===== src/rtl/rect_cmd_gen_if.sv =====
// Request/command bus between a rectangle requester and rect_cmd_gen.
// The master side issues rectangle requests and owns the FIFO almost-full flag.
interface rect_cmd_gen_if;
    logic        req_valid;
    logic        req_ready;
    logic [7:0]  x0;
    logic [7:0]  x1;
    logic [6:0]  y0;
    logic [6:0]  y1;
    logic [2:0]  color;
    logic        commit;
    logic        full;
    logic        we;
    logic [15:0] data;
    logic        busy;

    modport master (
        output req_valid, x0, x1, y0, y1, color, commit, full,
        input  req_ready, we, data, busy
    );

    modport slave (
        input  req_valid, x0, x1, y0, y1, color, commit, full,
        output req_ready, we, data, busy
    );
endinterface


===== src/rtl/rect_cmd_gen.sv =====
// Turns a filled-rectangle request into a stream of draw-command words:
// a row/colour word and a column word per pixel, then an optional commit token.
module rect_cmd_gen #(
    parameter int X_MAX = 159,
    parameter int Y_MAX = 119
) (
    input  logic         clk,
    input  logic         reset,
    rect_cmd_gen_if.slave bus
);

    typedef enum logic [1:0] {IDLE, WORD_A, WORD_B, COMMIT} state_t;

    localparam logic [7:0] X_LIM = 8'(X_MAX);
    localparam logic [6:0] Y_LIM = 7'(Y_MAX);

    state_t      state, state_next;
    logic [7:0]  x_lo, x_hi, x_cnt;
    logic [6:0]  y_hi, y_cnt;
    logic [2:0]  color_l;
    logic        commit_l;
    logic        ready_r, we_r;
    logic [15:0] data_r;

    logic [7:0]  x_lo_next, x_hi_next, x_cnt_next;
    logic [6:0]  y_hi_next, y_cnt_next;
    logic [2:0]  color_next;
    logic        commit_next, we_next;
    logic [15:0] data_next;

    logic [7:0]  cx0, cx1;
    logic [6:0]  cy0, cy1;
    logic        degenerate, accept;

    // Out-of-range bounds are clamped before the empty-rectangle test
    assign cx0        = (bus.x0 > X_LIM) ? X_LIM : bus.x0;
    assign cx1        = (bus.x1 > X_LIM) ? X_LIM : bus.x1;
    assign cy0        = (bus.y0 > Y_LIM) ? Y_LIM : bus.y0;
    assign cy1        = (bus.y1 > Y_LIM) ? Y_LIM : bus.y1;
    assign degenerate = (cx0 > cx1) || (cy0 > cy1);
    assign accept     = bus.req_valid && ready_r;

    assign bus.req_ready = ready_r;
    assign bus.we        = we_r;
    assign bus.data      = data_r;
    assign bus.busy      = (state != IDLE);

    always_ff @(posedge clk) begin
        if (reset) state <= IDLE;
        else       state <= state_next;
    end

    always_comb begin
        state_next  = state;
        x_lo_next   = x_lo;
        x_hi_next   = x_hi;
        x_cnt_next  = x_cnt;
        y_hi_next   = y_hi;
        y_cnt_next  = y_cnt;
        color_next  = color_l;
        commit_next = commit_l;
        we_next     = 1'b0;
        data_next   = data_r;
        case (state)
            IDLE: begin
                if (accept) begin
                    x_lo_next   = cx0;
                    x_hi_next   = cx1;
                    x_cnt_next  = cx0;
                    y_hi_next   = cy1;
                    y_cnt_next  = cy0;
                    color_next  = bus.color;
                    commit_next = bus.commit;
                    if (!degenerate)    state_next = WORD_A;
                    else if (bus.commit) state_next = COMMIT;
                end
            end
            WORD_A: begin
                if (!bus.full) begin
                    we_next    = 1'b1;
                    data_next  = {6'b0, color_l, y_cnt};
                    state_next = WORD_B;
                end
            end
            WORD_B: begin
                if (!bus.full) begin
                    we_next   = 1'b1;
                    data_next = {8'b0, x_cnt};
                    if (x_cnt == x_hi) begin
                        if (y_cnt == y_hi) begin
                            state_next = commit_l ? COMMIT : IDLE;
                        end else begin
                            x_cnt_next = x_lo;
                            y_cnt_next = y_cnt + 7'd1;
                            state_next = WORD_A;
                        end
                    end else begin
                        x_cnt_next = x_cnt + 8'd1;
                        state_next = WORD_A;
                    end
                end
            end
            COMMIT: begin
                if (!bus.full) begin
                    we_next    = 1'b1;
                    data_next  = 16'hFFFF;
                    state_next = IDLE;
                end
            end
            default: state_next = IDLE;
        endcase
    end

    // Ready is registered so it stays low through reset and rises the cycle after
    always_ff @(posedge clk) begin
        if (reset) begin
            x_lo     <= '0;
            x_hi     <= '0;
            x_cnt    <= '0;
            y_hi     <= '0;
            y_cnt    <= '0;
            color_l  <= '0;
            commit_l <= 1'b0;
            we_r     <= 1'b0;
            data_r   <= '0;
            ready_r  <= 1'b0;
        end else begin
            x_lo     <= x_lo_next;
            x_hi     <= x_hi_next;
            x_cnt    <= x_cnt_next;
            y_hi     <= y_hi_next;
            y_cnt    <= y_cnt_next;
            color_l  <= color_next;
            commit_l <= commit_next;
            we_r     <= we_next;
            data_r   <= data_next;
            ready_r  <= (state_next == IDLE);
        end
    end

endmodule


===== src/flat_wrapper.sv =====
// flat-port wrapper written by rule: the top's interface ports become plain ports
module rect_cmd_gen_flat 
#(
    parameter int X_MAX = 159,
    parameter int Y_MAX = 119
)
  (clk, reset, bus_req_valid, bus_x0, bus_x1, bus_y0, bus_y1, bus_color, bus_commit, bus_full, bus_req_ready, bus_we, bus_data, bus_busy);
  rect_cmd_gen_if bus_i ();
  input  logic clk;
  input  logic reset;
  input wire logic [$bits(bus_i.req_valid)-1:0] bus_req_valid;
  input wire logic [$bits(bus_i.x0)-1:0] bus_x0;
  input wire logic [$bits(bus_i.x1)-1:0] bus_x1;
  input wire logic [$bits(bus_i.y0)-1:0] bus_y0;
  input wire logic [$bits(bus_i.y1)-1:0] bus_y1;
  input wire logic [$bits(bus_i.color)-1:0] bus_color;
  input wire logic [$bits(bus_i.commit)-1:0] bus_commit;
  input wire logic [$bits(bus_i.full)-1:0] bus_full;
  output wire logic [$bits(bus_i.req_ready)-1:0] bus_req_ready;
  output wire logic [$bits(bus_i.we)-1:0] bus_we;
  output wire logic [$bits(bus_i.data)-1:0] bus_data;
  output wire logic [$bits(bus_i.busy)-1:0] bus_busy;
  assign bus_i.req_valid = bus_req_valid;
  assign bus_i.x0 = bus_x0;
  assign bus_i.x1 = bus_x1;
  assign bus_i.y0 = bus_y0;
  assign bus_i.y1 = bus_y1;
  assign bus_i.color = bus_color;
  assign bus_i.commit = bus_commit;
  assign bus_i.full = bus_full;
  assign bus_req_ready = bus_i.req_ready;
  assign bus_we = bus_i.we;
  assign bus_data = bus_i.data;
  assign bus_busy = bus_i.busy;
  rect_cmd_gen #(.X_MAX(X_MAX), .Y_MAX(Y_MAX)) u_core (.clk(clk), .reset(reset), .bus(bus_i));
endmodule

===== config.mk =====
export PLATFORM = sky130hd
export DESIGN_NAME = rect_cmd_gen_flat
export DESIGN_NICKNAME = d
export VERILOG_FILES = /design/src/rtl/rect_cmd_gen_if.sv /design/src/rtl/rect_cmd_gen.sv /design/src/flat_wrapper.sv
export SDC_FILE = /design/constraint.sdc
export NUM_CORES = 1
export LEC_CHECK = 0
export CAP_MARGIN = 20
export CELL_PAD_IN_SITES_DETAIL_PLACEMENT = 1
export CELL_PAD_IN_SITES_GLOBAL_PLACEMENT = 1
export CORE_MARGIN = 4
export CORE_UTILIZATION = 42
export CTS_CLUSTER_DIAMETER = 200
export DETAILED_ROUTE_END_ITERATION = 7
export PLACE_DENSITY_LB_ADDON = 0.12
export SLEW_MARGIN = 10
export SYNTH_ARGS = -nofsm -noshare
export SYNTH_HDL_FRONTEND = slang
export SYNTH_SLANG_ARGS = --single-unit
export TNS_END_PERCENT = 30

===== constraint.sdc =====
create_clock -name clk -period 3.45 [get_ports clk]
set_clock_uncertainty 0.05 [all_clocks]
set_input_delay 0.5175 -clock clk [delete_from_list [all_inputs] [get_ports clk]]
set_output_delay 0.5175 -clock clk [all_outputs]
set_load 0.005 [all_outputs]

**Word level (Yosys, flattened, before mapping)**

Index checks and enable logic that the tools add are counted.
W data, S select, Z words.

- Memory bits (writable): 0
- Logic and storage cells: 74
- Input bits: 38
- Flip-flop bits (word level): 62
- Bits in latches: 0
- Memories: 0
- ROM bits: 0

- Shifts and indexed selects: 0
- $lt $le $gt $ge: 6
- Add/subtract/negate cells: 2
- $mul: 0
- Reduce and logical (&&, ||, !) cells: 13
- Eq/ne operators: 12
- Muxes and demuxes: 29
- Divide/modulo/power cells: 0
- Bitwise logic cells: 1

Operators with widths:

| operator | count |
|---|---|
| $mux W16 | 3 |
| $mux W8 | 6 |
| $pmux W16 S3 | 1 |
| $mux W7 | 6 |
| $mux W2 | 9 |
| $gt A8 B8 Y1 const B | 2 |
| $pmux W8 S2 | 1 |
| $gt A7 B7 Y1 const B | 2 |
| $pmux W7 S2 | 1 |
| $add A8 B1 Y8 const B | 1 |
| $eq A8 B8 Y1 | 1 |
| $gt A8 B8 Y1 | 1 |
| $ne A2 B2 Y1 const B | 4 |
| $pmux W2 S4 | 1 |
| $reduce_and A4 Y1 | 2 |
| $add A7 B1 Y7 const B | 1 |
| $eq A7 B7 Y1 | 1 |
| $gt A7 B7 Y1 | 1 |
| $reduce_and A5 Y1 | 1 |
| $eq A2 B2 Y1 const B | 2 |
| $logic_not A2 Y1 | 2 |
| $ne A2 B1 Y1 const B | 2 |
| $reduce_bool A2 Y1 | 2 |
| $ne A3 B3 Y1 const B | 1 |
| 9 further kinds | 9 |

**Logic depth before layout (Yosys ltp)**

- Word-level depth: 8
- Depth in mapped cells: 10
- Gate-level depth less buffers: 10

**Least setup slack after synthesis**

Ideal clock, no wire load.

- Path type: input-to-reg
- From: in bus_x0[6]
- To: reg u_core.ready_r, in the netlist u_core.bus.req_ready
- Setup slack: 1.025 ns
- Library setup time: 0.116 ns
- Stages on the path: 9
- Buffers on the path: 0
- Arrival time: 2.259 ns
- Path through: o21a_1 or2_2 ha_1 nand4_1 nor2_1 a21oi_1 a211o_1 a32o_1 and4_1

- Longest elaborated chain between the ends: 8

RTL lines:

| item | line | RTL |
|---|---|---|
| start: declaration | flat_wrapper.sv:12 | `input wire logic [$bits(bus_i.x0)-1:0] bus_x0;` |
| $gt A8 B8 Y1 | rect_cmd_gen.sv:36 | `assign cx0 = (bus.x0 > X_LIM) ? X_LIM : bus.x0;` |
| $mux W8 | rect_cmd_gen.sv:36 |  |
| named net u_core.cx0[4] | rect_cmd_gen.sv:31 | `logic [7:0] cx0, cx1;` |
| $gt A8 B8 Y1 | rect_cmd_gen.sv:40 | `assign degenerate = (cx0 > cx1) \|\| (cy0 > cy1);` |
| $logic_or A1 B1 Y1 | rect_cmd_gen.sv:40 |  |
| $mux W2 | rect_cmd_gen.sv:74 | `if (!degenerate) state_next = WORD_A;` |
| $mux W2 | rect_cmd_gen.sv:66 | `if (accept) begin` |
| $pmux W2 S4 | rect_cmd_gen.sv:64 | `case (state)` |
| $logic_not A2 Y1 | rect_cmd_gen.sv:137 | `ready_r <= (state_next == IDLE);` |
| end signal: assignment | rect_cmd_gen.sv:137 |  |
| end: declaration | rect_cmd_gen.sv:22 | `logic ready_r, we_r;` |

The timed path passes the listed nets, and every way through them passes these cells.
A chain may end at the register's enable or synchronous reset.

**Worst setup path in the final report**

- From: in bus_y0[5]
- To: reg u_core.ready_r, in the netlist u_core.bus.req_ready

- Longest elaborated chain between the ends: 8

RTL lines:

| item | line | RTL |
|---|---|---|
| start: declaration | flat_wrapper.sv:14 | `input wire logic [$bits(bus_i.y0)-1:0] bus_y0;` |
| $gt A7 B7 Y1 | rect_cmd_gen.sv:38 | `assign cy0 = (bus.y0 > Y_LIM) ? Y_LIM : bus.y0;` |
| $mux W7 (*) | rect_cmd_gen.sv:38 |  |
| $gt A7 B7 Y1 (*) | rect_cmd_gen.sv:40 |  |
| $logic_or A1 B1 Y1 (*) | rect_cmd_gen.sv:40 |  |
| $mux W2 (*) | rect_cmd_gen.sv:74 |  |
| $mux W2 (*) | rect_cmd_gen.sv:66 |  |
| $pmux W2 S4 (*) | rect_cmd_gen.sv:64 |  |
| $logic_not A2 Y1 (*) | rect_cmd_gen.sv:137 |  |

Every way passes the cells marked *; elsewhere a longest branch is shown, timed or not.

==> results.yml <==
yosys:
  syn_area_per_cell_um2: 7.79
  yosysUniqueCellTypes: 48
  syn_area_mm2: 0.00328
  synth_cells: 421
  seq_area_frac_synth: 0.348
  synth.net_count: 476
  ys_ff_latch: 57
  yosysWarnings: 0
sta:
  rsz0062_at_grt: "no"
  tns_ns: 0
  setup_viol: 0
  tightest_slew_ns: 0.639
  fin_crit_sh: 0.854
  max_freq_mhz: 339
  period_needed_ns: 2.95
  worst_slack_ns: 0.503
  relSlewSlack: 0.574
  hold_violations: 0
  drv_slew: 0
placement:
  dp_hpwl_um: 7110
  gp_congestion: 0.822
  dp_cells: 552
  place_area_mm2: 0.00386
  io_buffers: 56
  dpl_worst_slack_ns: 0.168
route:
  routedWlPerCell_um: 17.4
  antenna_left: 0
  via_per_inst: 5.75
  drtIter0Drc: 162
  vias: 3260
  dr.pass1.iters: 4
  drt-total-wl_um: 9850
  drcViolationCount: 0
clock_network:
  hold_buffers: 0
  post_cts_buffers: 0
  numCtsBuffers: 9
  root_buffer: "clkbuf_8"
  clock_path_buffers: 2
  cts-resized-gates: 0
  cts_tree: "yes"
  clock_latency_ns: 0.34
  clock_sinks: 57
  cts-htree-levels: 3
  clkTransAtPathRegs_ns: 0.07
power:
  p_leak_nw: 1.57
  power_frac_seq: 0.395
  power.switching_uw: 725
  p_per_area_mw_per_mm2: 517
  p_clk_frac: 0.303
  vdd_drop_max_mv: 0.185
  combPwrFrac: 0.301
  switching_share: 0.346
  p_int_mw: 1.37
grt:
  grt_pass1_vias: 3231
  gr-usage-met1: 0.305
  antenna_found_initial: 0
  met3_usage: 0.0305
  grt-busiest-layer: "met2"
  grt_overflow_total: 0
  grt_first_pass_wirelength_um: 16100
  track_usage: 0.225
  use_met2: 0.348
  grt_max_degree: 41
finish:
  diodes: 0
  design_area_mm2: 0.00406
  nets: 519
  final_cells: 567
  syn_to_final_growth_pct: 23.8
  drive_above_1_share: 0.0833
die:
  pin_count: 57
  die-height_um: 96.3
  start_util: 0.442
  rows: 31
  die_w_um: 96.3
  core-area_mm2: 0.00741
  dieArea_mm2: 0.00928
critical_path:
  end_kind: "flop"
  cp_data_required_time_ns: 3.64
  crit_type: "in -> reg"
  start_kind: "primary input"
  cp.arrival_ns: 3.13
  crit_path_max_fanout: 4
job:
  cap_violations: 0
worst_hold_path:
  min_path_type: "reg -> reg"
status:
  outcome: "complete, no violations"
## Yosys cell counts (all sizes together)
cell / count / area (um^2)
a21o: 3 / 23.8
a31oi: 10 / 62.6
a211oi: 10 / 75.1
buf: 14 / 88.8
clkinv: 1 / 3.75
and2: 3 / 18.8
a21oi: 38 / 194
clkbuf: 17 / 63.8
nor3: 8 / 40.0
inv: 8 / 30.0
o21ai: 29 / 156
o211ai: 8 / 60.1
xnor2: 5 / 43.8
nor4: 3 / 37.5
or2: 5 / 31.3
a22o: 1 / 8.76
and4: 1 / 8.76
and3: 3 / 18.8
a22oi: 1 / 7.51
ha: 17 / 213
o41ai: 1 / 8.76
xor2: 16 / 140
a32o: 1 / 10.0
o31ai: 4 / 30.0
or3: 1 / 6.26
o22ai: 8 / 50.1
nor2b: 6 / 37.5
dfxtp: 57 / 1140
nand2b: 7 / 43.8
nor2: 40 / 153
mux2i: 2 / 20.0
nand2: 56 / 210
mux2: 2 / 22.5
a211o: 1 / 8.76
o31a: 2 / 17.5
nand3: 22 / 110
nand3b: 1 / 7.51
o21a: 1 / 7.51
nand4: 6 / 43.8
o2111ai: 2 / 23.8
## power groups by stage
stage / combinational (mW) / sequential [mW] / clock, mW
4_1_cts: 0.633 / 0.828 / 0.647
2_1_floorplan: 0.428 / 0.808 / 0
3_5_place_dp: 0.627 / 0.842 / 0
3_3_place_gp: 0.606 / 0.838 / 0
6_report: 0.633 / 0.830 / 0.637
5_1_grt: 0.700 / 0.839 / 0.679
## final cells by class
class	instances	area [um^2]
well taps	99	124
inverters	9	33.8
clock inverters	3	40.0
multi-input cells	324	1950
repair buffers	63	613
flip-flops and latches	57	1140
fillers	944	3350
clock buffers	12	155
## per-stage QoR
stage	total power, mW	util	hold slack [ns]
after floorplan	1.24	-	0.383
after global placement	1.44	0.521	0.391
after detailed placement	1.47	0.521	0.396
after CTS	2.11	0.548	0.407
after global routing	2.22	0.548	0.422
final	2.10	0.548	0.403
## placed cells by master (no fill, tap or decap), types with 2 or more instances in the layout
master,Yosys,final
nand2_1,56,56
or2_2,5,5
clkinv_2,0,2
clkbuf_8,0,11
buf_4,5,7
nor4_2,3,3
o21ai_0,26,26
and3_1,3,3
dfxtp_1,57,57
nor2b_1,6,6
o21ai_2,3,3
o31ai_1,4,4
o22ai_1,8,8
nor2_1,39,39
ha_1,17,17
nor3_1,8,8
a21oi_1,37,37
nand4_1,5,5
a31oi_1,10,10
a211oi_1,10,10
a21o_1,2,2
xnor2_1,5,5
inv_1,8,8
o211ai_1,8,8
mux2i_1,2,2
nand2b_1,7,7
o31a_1,2,2
nand3_1,22,22
xor2_1,16,16
and2_1,3,3
mux2_2,2,2
clkdlybuf4s50_1,0,56
## routing by layer
layer | up-vias | share of wire
met2 | 108 | 0.44
met1 | 1558 | 0.48
met5 | - | 0
met3 | 20 | 0.060
li1 | 1574 | -
met4 | 0 | 0.028
## path summary, 6_finish.rpt
| check | from | to | slack [ns] | depth (start not counted) |
|---|---|---|---|---|
| worst max register to register | u_core.state[1]$_SDFF_PP0_ | u_core.x_cnt[7]$_SDFFE_PP0P_ | 1.08 | 6 |
| worst min-delay path | u_core.bus.data[9]$_SDFFE_PP0P_ | u_core.bus.data[9]$_SDFFE_PP0P_ | 0.40 | 2 |
| worst min register to register | u_core.bus.data[9]$_SDFFE_PP0P_ | u_core.bus.data[9]$_SDFFE_PP0P_ | 0.40 | 2 |
| worst max-delay path | bus_y0[5] | u_core.bus.req_ready$_SDFF_PP0_ | 0.50 | 9 |
## state kept, by name (all words and copies together) (netlist names)
register              flops
u_core.x_cnt              8
u_core.y_cnt              7
u_core.x_hi               8
u_core.bus.we             1
u_core.color_l            3
u_core.commit_l           1
u_core.bus.req_ready      1
u_core.bus.data          11
u_core.state              2
u_core.y_hi               7
u_core.x_lo               8
## worst max-delay path: stages
cell and delay [ns]:
clkdlybuf4s50_1 0.55, nand4_1 0.18, and2_1 0.26, ha_1 0.29, nand4_1 0.12, or3_1 0.37
a211o_1 0.37, a32o_1 0.27, and4_1 0.19
## cell families (layout without fill, tap and decap cells)
kind of cell,Yosys count,count (layout),synth area share
simple gates,162,162,0.234
compound gates,120,120,0.227
flops,57,57,0.348
buf+inv,40,87,0.0569
xor+xnor,21,21,0.0561
fa+ha+maj,17,17,0.0649
mux,4,4,0.0130
(Power assumes the default switching activity.)
